### config.mk
export PLATFORM = sky130hd
export DESIGN_NAME = ring_phase_decoder_flat
export DESIGN_NICKNAME = d
export VERILOG_FILES = /design/src/rtl/ring_phase_decoder_if.sv /design/src/rtl/ring_phase_decoder.sv /design/src/flat_wrapper.sv
export SDC_FILE = /design/constraint.sdc
export NUM_CORES = 1
export LEC_CHECK = 0
export CORE_AREA = 2 2 48 50
export DETAILED_ROUTE_END_ITERATION = 16
export DIE_AREA = 0 0 50 52
export GPL_TIMING_DRIVEN = 0
export PLACE_DENSITY = 0.87
export SKIP_LAST_GASP = 1
export SLEW_MARGIN = 20
export SYNTH_ARGS = -nofsm -noshare
export SYNTH_HDL_FRONTEND = slang
export SYNTH_SLANG_ARGS = --single-unit
### constraint.sdc
create_clock -name clk -period 4 [get_ports clk]
set_input_delay 0.4 -clock clk [delete_from_list [all_inputs] [get_ports clk]]
set_output_delay 0.4 -clock clk [all_outputs]
set_load 0.02 [all_outputs]
### src/rtl/ring_phase_decoder_if.sv
// Bundle between a ring-counter phase source and the ring_phase_decoder monitor.
// The source drives the phase vector and error clear; the decoder returns the status.
interface ring_phase_decoder_if #(
    parameter int N     = 4,
    parameter int REV_W = 8
) ();
    localparam int PW = (N > 1) ? $clog2(N) : 1;

    logic [N-1:0]     ring_in;
    logic             clr_err;
    logic [PW-1:0]    phase_idx;
    logic             phase_vld;
    logic             locked;
    logic             rev_tick;
    logic [REV_W-1:0] rev_cnt;
    logic             err_onehot;
    logic             err_seq;

    modport master (
        output ring_in, clr_err,
        input  phase_idx, phase_vld, locked, rev_tick, rev_cnt, err_onehot, err_seq
    );

    modport slave (
        input  ring_in, clr_err,
        output phase_idx, phase_vld, locked, rev_tick, rev_cnt, err_onehot, err_seq
    );
endinterface

### src/rtl/ring_phase_decoder.sv
// Health monitor for an N-phase one-hot ring: encodes the phase, checks single-step
// advance, declares lock, counts revolutions and keeps sticky corruption/sequence flags.
module ring_phase_decoder #(
    parameter int N        = 4,
    parameter int LOCK_LEN = 4,
    parameter int REV_W    = 8
) (
    input  logic               clk,
    input  logic               n_rst,
    ring_phase_decoder_if.slave bus
);
    localparam int PW = (N > 1) ? $clog2(N) : 1;
    localparam int CW = (LOCK_LEN > 1) ? $clog2(LOCK_LEN) : 1;

    localparam logic [1:0] HUNT   = 2'd0;
    localparam logic [1:0] TRACK  = 2'd1;
    localparam logic [1:0] LOCKED = 2'd2;

    localparam logic [PW-1:0] LAST_IDX  = PW'(N - 1);
    localparam logic [CW-1:0] LAST_GOOD = CW'(LOCK_LEN - 1);

    // Phases whose index has bit b set; OR-ing those ring bits yields index bit b.
    function automatic logic [N-1:0] idx_bit_mask(input int b);
        logic [N-1:0] m;
        m = '0;
        for (int k = 0; k < N; k++) begin
            m[k] = ((k >> b) & 1) != 0;
        end
        return m;
    endfunction

    logic [1:0]       state_reg, state_next;
    logic [CW-1:0]    good_reg, good_next;
    logic [PW-1:0]    prev_idx_reg, prev_idx_next;
    logic [PW-1:0]    phase_idx_reg, phase_idx_next;
    logic             phase_vld_reg, phase_vld_next;
    logic             locked_reg, locked_next;
    logic             rev_tick_reg, rev_tick_next;
    logic [REV_W-1:0] rev_cnt_reg, rev_cnt_next;
    logic             err_onehot_reg, err_onehot_next;
    logic             err_seq_reg, err_seq_next;

    logic [PW-1:0]    enc_idx;
    logic [PW-1:0]    step_idx;
    logic             one_hot;
    logic             legal;

    genvar gi;
    generate
        for (gi = 0; gi < PW; gi++) begin : g_enc
            localparam logic [N-1:0] MASK = idx_bit_mask(gi);
            assign enc_idx[gi] = |(bus.ring_in & MASK);
        end
    endgenerate

    assign one_hot  = (bus.ring_in != '0) && ((bus.ring_in & (bus.ring_in - N'(1))) == '0);
    assign step_idx = (prev_idx_reg == LAST_IDX) ? '0 : prev_idx_reg + PW'(1);
    assign legal    = one_hot && (enc_idx == step_idx);

    always_comb begin
        state_next      = state_reg;
        good_next       = good_reg;
        prev_idx_next   = prev_idx_reg;
        phase_idx_next  = phase_idx_reg;
        phase_vld_next  = one_hot;
        rev_tick_next   = 1'b0;
        rev_cnt_next    = rev_cnt_reg;
        err_onehot_next = bus.clr_err ? 1'b0 : err_onehot_reg;
        err_seq_next    = bus.clr_err ? 1'b0 : err_seq_reg;

        if (one_hot) begin
            phase_idx_next = enc_idx;
            prev_idx_next  = enc_idx;
        end

        // Error sets are evaluated after the clear so a coincident error wins.
        case (state_reg)
            HUNT: begin
                if (one_hot) begin
                    state_next = TRACK;
                    good_next  = '0;
                end
            end
            TRACK: begin
                if (!one_hot) begin
                    err_onehot_next = 1'b1;
                    state_next      = HUNT;
                end else if (legal) begin
                    if (good_reg == LAST_GOOD) begin
                        state_next = LOCKED;
                    end else begin
                        good_next = good_reg + CW'(1);
                    end
                end else begin
                    good_next = '0;
                end
            end
            LOCKED: begin
                if (!one_hot) begin
                    err_onehot_next = 1'b1;
                    state_next      = HUNT;
                end else if (!legal) begin
                    err_seq_next = 1'b1;
                    state_next   = TRACK;
                    good_next    = '0;
                end else if (enc_idx == '0) begin
                    rev_tick_next = 1'b1;
                    rev_cnt_next  = rev_cnt_reg + REV_W'(1);
                end
            end
            default: begin
                state_next = HUNT;
                good_next  = '0;
            end
        endcase

        locked_next = (state_next == LOCKED);
    end

    always_ff @(posedge clk or negedge n_rst) begin
        if (!n_rst) begin
            state_reg      <= HUNT;
            good_reg       <= '0;
            prev_idx_reg   <= '0;
            phase_idx_reg  <= '0;
            phase_vld_reg  <= 1'b0;
            locked_reg     <= 1'b0;
            rev_tick_reg   <= 1'b0;
            rev_cnt_reg    <= '0;
            err_onehot_reg <= 1'b0;
            err_seq_reg    <= 1'b0;
        end else begin
            state_reg      <= state_next;
            good_reg       <= good_next;
            prev_idx_reg   <= prev_idx_next;
            phase_idx_reg  <= phase_idx_next;
            phase_vld_reg  <= phase_vld_next;
            locked_reg     <= locked_next;
            rev_tick_reg   <= rev_tick_next;
            rev_cnt_reg    <= rev_cnt_next;
            err_onehot_reg <= err_onehot_next;
            err_seq_reg    <= err_seq_next;
        end
    end

    assign bus.phase_idx  = phase_idx_reg;
    assign bus.phase_vld  = phase_vld_reg;
    assign bus.locked     = locked_reg;
    assign bus.rev_tick   = rev_tick_reg;
    assign bus.rev_cnt    = rev_cnt_reg;
    assign bus.err_onehot = err_onehot_reg;
    assign bus.err_seq    = err_seq_reg;
endmodule

### src/flat_wrapper.sv
// flat-port wrapper written by rule: the top's interface ports become plain ports
module ring_phase_decoder_flat 
#(
    parameter int N        = 4,
    parameter int LOCK_LEN = 4,
    parameter int REV_W    = 8
)
  (clk, n_rst, bus_ring_in, bus_clr_err, bus_phase_idx, bus_phase_vld, bus_locked, bus_rev_tick, bus_rev_cnt, bus_err_onehot, bus_err_seq);
  ring_phase_decoder_if #(.N(N), .REV_W(REV_W)) bus_i ();
  input  logic clk;
  input  logic n_rst;
  input wire logic [$bits(bus_i.ring_in)-1:0] bus_ring_in;
  input wire logic [$bits(bus_i.clr_err)-1:0] bus_clr_err;
  output wire logic [$bits(bus_i.phase_idx)-1:0] bus_phase_idx;
  output wire logic [$bits(bus_i.phase_vld)-1:0] bus_phase_vld;
  output wire logic [$bits(bus_i.locked)-1:0] bus_locked;
  output wire logic [$bits(bus_i.rev_tick)-1:0] bus_rev_tick;
  output wire logic [$bits(bus_i.rev_cnt)-1:0] bus_rev_cnt;
  output wire logic [$bits(bus_i.err_onehot)-1:0] bus_err_onehot;
  output wire logic [$bits(bus_i.err_seq)-1:0] bus_err_seq;
  assign bus_i.ring_in = bus_ring_in;
  assign bus_i.clr_err = bus_clr_err;
  assign bus_phase_idx = bus_i.phase_idx;
  assign bus_phase_vld = bus_i.phase_vld;
  assign bus_locked = bus_i.locked;
  assign bus_rev_tick = bus_i.rev_tick;
  assign bus_rev_cnt = bus_i.rev_cnt;
  assign bus_err_onehot = bus_i.err_onehot;
  assign bus_err_seq = bus_i.err_seq;
  ring_phase_decoder #(.N(N), .LOCK_LEN(LOCK_LEN), .REV_W(REV_W)) u_core (.clk(clk), .n_rst(n_rst), .bus(bus_i));
endmodule
# Yosys cells after proc, flatten, opt, wreduce, memory -nomap -nowiden
# Index checks and enable logic that the tools add are counted.
[totals]
regBits = 19
out_inout_bits = 15
wordCells = 62
[classes]
addsub = 4
eq_ne = 11
mux = 26
bitwise = 1
n_reduce_logical = 11
[op_table]
columns = ["cell", "count"]
rows = [
  ["2-bit two-way mux", 13],
  ["2-bit case mux with 3 select lines", 2],
  ["1-bit two-way mux", 11],
  ["8-bit by 1-bit adder with 8-bit output, second input constant", 1],
  ["2-bit equality test, second input constant", 4],
  ["2-bit by 1-bit != test with 1-bit output, second input constant", 3],
  ["2-bit OR reduction", 3],
  ["5-bit AND reduction", 1],
  ["2-bit by 1-bit adder with 2-bit output, second input constant", 2],
  ["4-bit bitwise AND", 1],
  ["2-bit zero test", 2],
  ["4-bit zero test", 1],
  ["4-bit AND reduction", 1],
  ["4-bit nonzero test", 1],
  ["4-bit by 1-bit subtractor with 4-bit output, second input constant", 1],
  ["3-bit != test, second input constant", 1],
  ["2-bit by 1-bit equality test with 1-bit output, second input constant", 1],
  ["2-bit equality test", 1],
  ["1-bit logical AND", 2],
  ["2-bit != test, second input constant", 1],
]

# Longest topological paths before layout
# Gate-level depths: netlist (run 1).
[depth]
word_depth = 9
mapped_depth = 7
depth_no_buf = 7

# Worst setup path before layout (run 1)
# OpenSTA, ideal clock, no wires.
[synth_timing]
path_kind = "flip-flop to flip-flop"
start = "register u_core.prev_idx_reg[0]"
end = "register u_core.locked_reg (netlist: u_core.bus.locked)"
t_arrival_ns = 2.058
t_required_ns = 3.905
setup_slack_ns = 1.847
path_stages_with_launch = 7
synth_period_minus_slack_ns = 2.153
cell_sequence = "dfrtp_1 ha_1 or3_1 a2111o_1 a31oi_2 a2bb2oi_2 nor4b_2"
[synth_between]
elab_chain_cells = 8
word_cells_on_any_way = 11
classes_between = "add/sub: 1; eq/ne: 3; mux: 6; reduce/logical: 1"
[synth_lines]
columns = ["element", "line", "source"]
rows = [
  ["from (decl)", "ring_phase_decoder.sv:34", "logic [PW-1:0] prev_idx_reg, prev_idx_next;"],
  ["from (signal assigned)", "ring_phase_decoder.sv:135", "prev_idx_reg <= prev_idx_next;"],
  ["2-bit by 1-bit adder with 2-bit output or 2-bit equality test (tied branches)", "ring_phase_decoder.sv:57", "assign step_idx = (prev_idx_reg == LAST_IDX) ? '0 : prev_idx_reg + PW'(1);"],
  ["2-bit two-way mux *", "ring_phase_decoder.sv:57", ""],
  ["2-bit equality test *", "ring_phase_decoder.sv:58", "assign legal = one_hot && (enc_idx == step_idx);"],
  ["1-bit logical AND *", "ring_phase_decoder.sv:58", ""],
  ["2-bit two-way mux, on equally long branches", "ring_phase_decoder.sv:102, ring_phase_decoder.sv:88", ""],
  ["2-bit two-way mux, on equally long branches", "ring_phase_decoder.sv:99, ring_phase_decoder.sv:85", ""],
  ["2-bit case mux with 3 select lines *", "ring_phase_decoder.sv:77", "case (state_reg)"],
  ["2-bit equality test *", "ring_phase_decoder.sv:117", "locked_next = (state_next == LOCKED);"],
  ["named net u_core.locked_next", "ring_phase_decoder.sv:37", "logic locked_reg, locked_next;"],
  ["to (signal assigned)", "ring_phase_decoder.sv:138", "locked_reg <= locked_next;"],
  ["to (decl)", "ring_phase_decoder.sv:37", ""],
]
# The timed path passes the listed nets; every way through them passes the cells marked *.
# A chain may end at the register's enable or synchronous reset.

# Worst setup path after layout (run 1)
# Same ends and word-level chain as after synthesis.

==> impl_results.md, run 1 <==
- Warnings, synthesis: 0
- Routed wire per std cell: 14.2 um
- Mux contribution to synthesized area: 0.0107
- Clock Pin Slew Worst Setup and Hold Paths: 0.11 ns
- Number of hold-repair buffers added at the cts stage: 0
- Tmin final: ~2.3 ns
- Transition time at the pin with the least slew margin: 0.829 ns
- Total clock buffers created by CTS: 3
- Placement-stage worst setup slack: 1.60 ns
- Max frequency: 0.440 GHz
- Total global-route track usage: 0.185
- Pin count of the biggest net entering global routing: 20
- Routed via count divided by cell count: 5.53
- Setup repair after global routing missed its margin: false
- Max VDD drop: 0.000220 V
- Number of resized instances in the post-cts repair step: 0
- Site row count: 17
- Area after DPL: 1280 um^2
- Leakage power summed over all cells: ~0.57 nW
- Number of flip-flops in the largest register: 8
- Most used flip-flop cell after synthesis: dfrtp_1
- Compound-gate portion of the synthesized area: 0.169
- Worst slew slack as a fraction of its limit: 0.446
- Maxcap violations: 0
- Leading post-synthesis cells by cell area: dfrtp_1 (45%), ha_1 (8.3%), xnor2_1 (5.8%), nand4_1 (3.0%), inv_1 (2.5%)
- Critical-path maximum fanout: 6
- Type of the tightest min-delay check: input pin to flip-flop
- Die extent in x: 50 um
- Critical path data required time: 4.22 ns
- Leftover overflow at the end of global routing: 0
- Critical path cell sequence: ha_1 > or3_1 > a2111o_1 > a31oi_2 > a2bb2oi_2 > nor4b_2
- Total half-perimeter wirelength after legalization and detailed placement: around 1600 um
- Final Max Slew Viols: 0
- Max Root-Sink Buffers: 2
- Final estimated routing congestion in global placement: 0.807
- Number of sinks driven by the clock tree: 19
- Clock latency of the later-clocked register in the worst-skew pair: a little over 0.3 ns
- Final Routed Wirelength: 2110 um
- Total count of hold-check failures in the final report: 0
- Post-detailed-route DRC marker count: 0
- Synth Register Bits: 19
- Setup ws final: 1.73 ns
- Net count after synthesis: 112
- Setup fix buffers added after clock tree synthesis: 0
- Syn_area_per_cell: 10.8 um^2
- Vias in the first global route: 808
- Dominant cell by count in the synthesized netlist: dfrtp_1
- Final Total Pwr: 497 uW
- Number of nets in the layout: 136
- Top Family by Delay on Critical Path: compound AO/OA/AOI/OAI gates
- Post-synth ARST share: 1.00
- Slowest CP cell: dfrtp_1
- Portion of the post-synthesis area used by sequential elements: 0.450
- Number of port buffers: 19
- TritonCTS clock tree: done
- Ratio of cells with drive above 1 in the final layout: 0.107
- Number of antenna violations at the first check in global routing: 0
- Kind of end point of the critical path: flip-flop
- Final antenna-violating net count: 0
- Syn Std Cell Area: 1060 um^2
- Worst setup path class: flip-flop to flip-flop
- Final period utilization: 0.569
- Initial cell density of the core: 0.502
- Post-synth top area cell: dfrtp_1
- Data arrival time at the worst-slack endpoint: 2.50 ns
- Via count: 824
- Status: completed
- Non-Filler Cell Area, Final: about 1300 um^2
- Root Driver: clkbuf_4
- Number of distinct standard cells referenced by the synthesized netlist: 32
- Post-synthesis xor/xnor area fraction: 0.0746
- Top cells by count, synth: dfrtp_1 (19), ha_1 (7), inv_1 (7), xnor2_1 (7)
- Die area: between 2000 and 3000 um^2
- Basic-gate share of the synthesized area counting and, or, nand and nor cells: 0.156
- Number of flops mapped to enable cells by yosys: 0
- Area of the core region: 2110 um^2
- Die H: 52 um
- Power density over cell area: 379 nW/um^2
- Stage delay of the slowest cell on the critical path: 0.46 ns
- Maximum level of the CTS H-tree: 1
- Clock tree skew after final layout: 0.00120 ns
- ANT cells: 0
- Dominant combinational cell family by area after synthesis: compound AO/OA/AOI/OAI gates
- Buffers and inverters on the worst path: 0
- DRT iter0 DRCs: 14
- Count of final setup violators: 0
- Number of search-and-repair iterations in the first detailed-routing pass: 4
- Type of element launching the critical path: flip-flop
- Area share of the largest cell type after synthesis: 0.450
- Boundary pin count: 22
- Total negative slack for setup checks: 0 ns
- Synth Instances: 98
- Wire length of the first global-routing pass: 3560 um
- Fraction of the mapped netlist area in adder cells: 0.0828
- Layout area overhead: 23.9%
==> final cells by class <==
class | instances | area (um^2)
tap | 28 | 35.0
multi-input combinational | 69 | 522
timing repair buffer | 19 | 190
fill | 171 | 796
clock buffer | 3 | 22.5
buffer | 3 | 33.8
clock inverter | 1 | 5.00
inverter | 7 | 26.3
sequential | 19 | 475
==> final timing paths <==
path | from | end | slack, ns | cells after the start
max | u_core.prev_idx_reg[0] | u_core.bus.locked | 1.73 | 6
min in group asynchronous | n_rst | u_core.bus.locked | 0.56 | 1
min | bus_ring_in[3] | u_core.prev_idx_reg[0] | 0.42 | 3
max reg2reg | u_core.prev_idx_reg[0] | u_core.bus.locked | 1.73 | 6
min reg2reg | u_core.bus.rev_cnt[7] | u_core.bus.rev_cnt[7] | 0.49 | 1
max in group asynchronous | n_rst | u_core.bus.rev_cnt[7] | 2.94 | 1
==> cells in the final DEF, fill, tap and decap left out, drive strengths merged <==
master,synthesis,final
a2111o,1,1
a211oi,3,3
a21oi,3,3
a2bb2oi,1,1
a31oi,1,1
a41oi,1,1
and3,3,3
buf,3,3
clkbuf,0,3
clkdlybuf4s50,0,19
clkinv,0,1
dfrtp,19,19
ha,7,7
inv,7,7
mux2,1,1
nand2,7,7
nand3,2,2
nand4,5,5
nor2,6,6
nor3,2,2
nor4b,3,3
o211ai,2,2
o21ai,3,3
o21bai,2,2
o22a,1,1
o31ai,3,3
o32ai,2,2
or3,1,1
xnor2,7,7
xor2,2,2
==> worst reg2reg max path, delay by kind of cell, from the launching register on <==
family                     cells  cell delay [ns]
AOI/OAI and AO/OA              3             0.80
and+or+nand+nor                2             0.55
DFF                            1             0.46
adders and majority gates      1             0.38
==> metal layers <==
layer  vias up  wire (um)  GRT usage
met4         0         72      0.139
li1        404          -          -
met5         -          0          0
met1       390        914      0.208
met3         6         81     0.0287
met2        24       1040      0.316
==> cell families after synthesis <==
logic type	after synthesis
and+or+nand+nor	29
AOI/OAI and AO/OA	23
DFF	19
buffers and inverters	10
xor gates and xnor gates	9
adders and majority gates	7
muxes	1
==> power by group <==
part,switching [mW],internal [mW]
registers,0.0170,0.207
clock network,0.0629,0.0374
logic,0.0949,0.0774
==> through the flow <==
stage	utilization	std cells	hold slack, ns
finish	0.622	149	0.423
global route	0.622	149	0.416
CTS	0.622	149	0.420
detailed placement	0.609	145	0.475
global placement	0.609	145	0.460
floorplan	-	98	0.104
Note: power is estimated with default switching activity, not from simulation.
==> inputs of run 2 (changes only) <==
- CORE_AREA: 2 2 48 50 -> 2 2 50 52
- DIE_AREA: 0 0 50 52 -> 0 0 52 54
- PLACE_DENSITY: 0.87 -> 0.81
- clock period: 4 -> 2.26 ns (I/O delays scaled with it)
==> impl_results.md, run 2 (synthesis results as in run 1) <==
- Ratio of cells with drive above 1 in the final layout: 0.131 (was 0.107)
- Area of the core region: 2320 um^2 (was 2110 um^2)
- Leftover overflow at the end of global routing: 0 (unchanged)
- Die extent in x: 52 um (was 50 um)
- Total clock buffers created by CTS: 3 (unchanged)
- Data arrival time at the worst-slack endpoint: 2.35 ns (was 2.50 ns)
- Site row count: 18 (was 17)
- Critical path cell sequence: ha_4 > or3_1 > a2111o_1 > nand2_2 > a41oi_1 > nor4b_2 (was ha_1 > or3_1 > a2111o_1 > a31oi_2 > a2bb2oi_2 > nor4b_2)
- Startpoint of the lowest-slack hold path: bus_ring_in[3] (unchanged)
- Clock tree skew after final layout: 0.00437 ns (was 0.00120 ns)
- Routed via count divided by cell count: 5.63 (was 5.53)
- Number of sinks driven by the clock tree: 19 (unchanged)
- Most common cell after layout, fill and taps aside: clkdlybuf4s50_1
- Routed wire per std cell: 14.4 um (was 14.2 um)
- Buffers and inverters on the worst path: 0 (unchanged)
- Leakage power summed over all cells: 0.579 nW (was 0.574 nW)
- Power density over cell area: 672 nW/um^2 (was 379 nW/um^2)
- Clock Pin Slew Worst Setup and Hold Paths: 0.11 ns (about the same)
- Number of search-and-repair iterations in the first detailed-routing pass: 4 (unchanged)
- Worst setup path class: flip-flop to flip-flop (unchanged)
- Total count of hold-check failures in the final report: 0 (unchanged)
- Kind of end point of the critical path: flip-flop (unchanged)
- Layout fillers: 198 (was 171)
- Final antenna-violating net count: 0 (unchanged)
- Pin count of the biggest net entering global routing: 20 (unchanged)
- Cell depth of the worst hold path: 3 (unchanged)
- Maxcap violations: 0 (unchanged)
- Commonest non-fill, non-tap cells in the layout: clkdlybuf4s50_1 (19), dfrtp_1 (18), inv_1 (7), xnor2_1 (7) (was clkdlybuf4s50_1 (19), dfrtp_1 (19), inv_1 (7), xnor2_1 (7), ha_1 (7))
- DRT iter0 DRCs: 14 (unchanged)
- Worst hold slack: 0.212 ns (was 0.423 ns)
- Max VDD drop: 0.000434 V (was 0.000220 V)
- Clock latency of the later-clocked register in the worst-skew pair: 0.31 ns (about the same)
- Initial cell density of the core: 0.456 (was 0.502)
- Maximum level of the CTS H-tree: 1 (unchanged)
- Max Root-Sink Buffers: 2 (unchanged)
- Number of hold-repair buffers added at the cts stage: 0 (unchanged)
- Final Max Slew Viols: 0 (unchanged)
- ANT cells: 0 (unchanged)
- Post-Route Utilization: 0.575 (was 0.622)
- Setup repair after global routing missed its margin: false (unchanged)
- Stage delay of the slowest cell on the critical path: 0.47 ns (was 0.46 ns)
- Worst slew slack as a fraction of its limit: 0.460 (was 0.446)
- Total global-route track usage: 0.171 (was 0.185)
- Max frequency: 0.471 GHz (was 0.440 GHz)
- Root Driver: clkbuf_4 (unchanged)
- Vias in the first global route: 799 (was 808)
- Count of final setup violators: 0 (unchanged)
- Total negative slack for setup checks: 0 ns (unchanged)
- Die area: 2810 um^2 (was 2600 um^2)
- Type of element launching the critical path: flip-flop (unchanged)
- Top Family by Delay on Critical Path: simple AND/OR/NAND/NOR gates (was compound AO/OA/AOI/OAI gates)
- Start point of the critical path: u_core.prev_idx_reg[0] (unchanged)
- Via count: 855 (was 824)
- Critical path data required time: 2.49 ns (was 4.22 ns)
- Transition time at the pin with the least slew margin: 0.807 ns (was 0.829 ns)
- Number of flip-flops in the largest register: 8 (unchanged)
- Status: completed (unchanged)
- Critical-path maximum fanout: 6 (unchanged)
- Number of port buffers: 19 (unchanged)
- Layout area overhead: 26.2% (was 23.9%)
- Final estimated routing congestion in global placement: 0.777 (was 0.807)
- Die H: 54 um (was 52 um)
- Total half-perimeter wirelength after legalization and detailed placement: 1510 um (was 1560 um)
- Wire length of the first global-routing pass: 3470 um (was 3560 um)
- Number of nets in the layout: 137 (was 136)
- Slowest CP cell: dfrtp_2 (was dfrtp_1)
- Tmin final: 2.12 ns (was 2.27 ns)
- Worst R2R Start: u_core.prev_idx_reg[0] (unchanged)
- Final Routed Wirelength: 2180 um (was 2110 um)
- Number of antenna violations at the first check in global routing: 0 (unchanged)
- Type of the tightest min-delay check: input pin to flip-flop (unchanged)
- R2r worst-path depth: 6 (unchanged)
- TritonCTS clock tree: done (unchanged)
- Boundary pin count: 22 (unchanged)
- Final period utilization: 0.940 (was 0.569)
- Post-detailed-route DRC marker count: 0 (unchanged)
- Levels on crit path: 6 (unchanged)
[run 2: cell types whose count changed in the layout (fill, tap and decap cells not counted), sizes merged]
cell | before | now
buf | 3 | 4
[run 2: worst reg2reg max path, stage by stage, from the launching register on]
cell	delay [ns]
dfrtp_2	0.47
ha_4	0.27
or3_1	0.31
a2111o_1	0.42
nand2_2	0.16
a41oi_1	0.18
nor4b_2	0.24
[run 2: final timing paths]
check,slack (ns),endpoint
max,0.14,u_core.bus.locked
min,0.21,u_core.prev_idx_reg[0]
max reg2reg,0.14,u_core.bus.locked
min reg2reg,0.48,u_core.bus.rev_cnt[7]
max in group asynchronous,1.34,u_core.prev_idx_reg[0]
min in group asynchronous,0.37,u_core.bus.locked
[run 2: report_power, final]
part           internal, mW  switching [mW]
Clock                0.0663           0.115
Combinational         0.149           0.163
Sequential            0.368          0.0349
Total                 0.583           0.313
[run 2: cell type report]
cell class | count | area [um^2] | area share
well taps | 30 | 37.5 | 0.0281
multi-input cells | 69 | 534 | 0.401
clock inverters | 1 | 5.00 | 0.00375
plain buffers | 3 | 33.8 | 0.0253
flip-flops and latches | 19 | 477 | 0.357
inverters | 7 | 26.3 | 0.0197
clock buffers | 3 | 22.5 | 0.0169
repair buffers | 20 | 198 | 0.148
[run 2: layer usage]
layer / track usage / vias to the layer above / share of wire
met5: 0 / - / 0
met4: 0.118 / 0 / 0.028
met3: 0.0194 / 5 / 0.035
met2: 0.291 / 22 / 0.49
met1: 0.201 / 420 / 0.44
li1: - / 408 / -
[run 2: timing repair]
item	CTS	global route
setup endpoints to repair	0	3
gates resized for setup	0	2
buffers inserted	0	1
[run 2: stage by stage]
step	power [mW]	worst slack (ns)	cells	cell area [um^2]
6_report	0.897	0.135	152	1330
5_1_grt	0.950	0.0153	152	1330
4_1_cts	0.879	0.0395	151	1310
3_5_place_dp	0.696	0.0143	147	1280
3_3_place_gp	0.686	0.112	147	1280
2_1_floorplan	0.610	0.107	98	1060
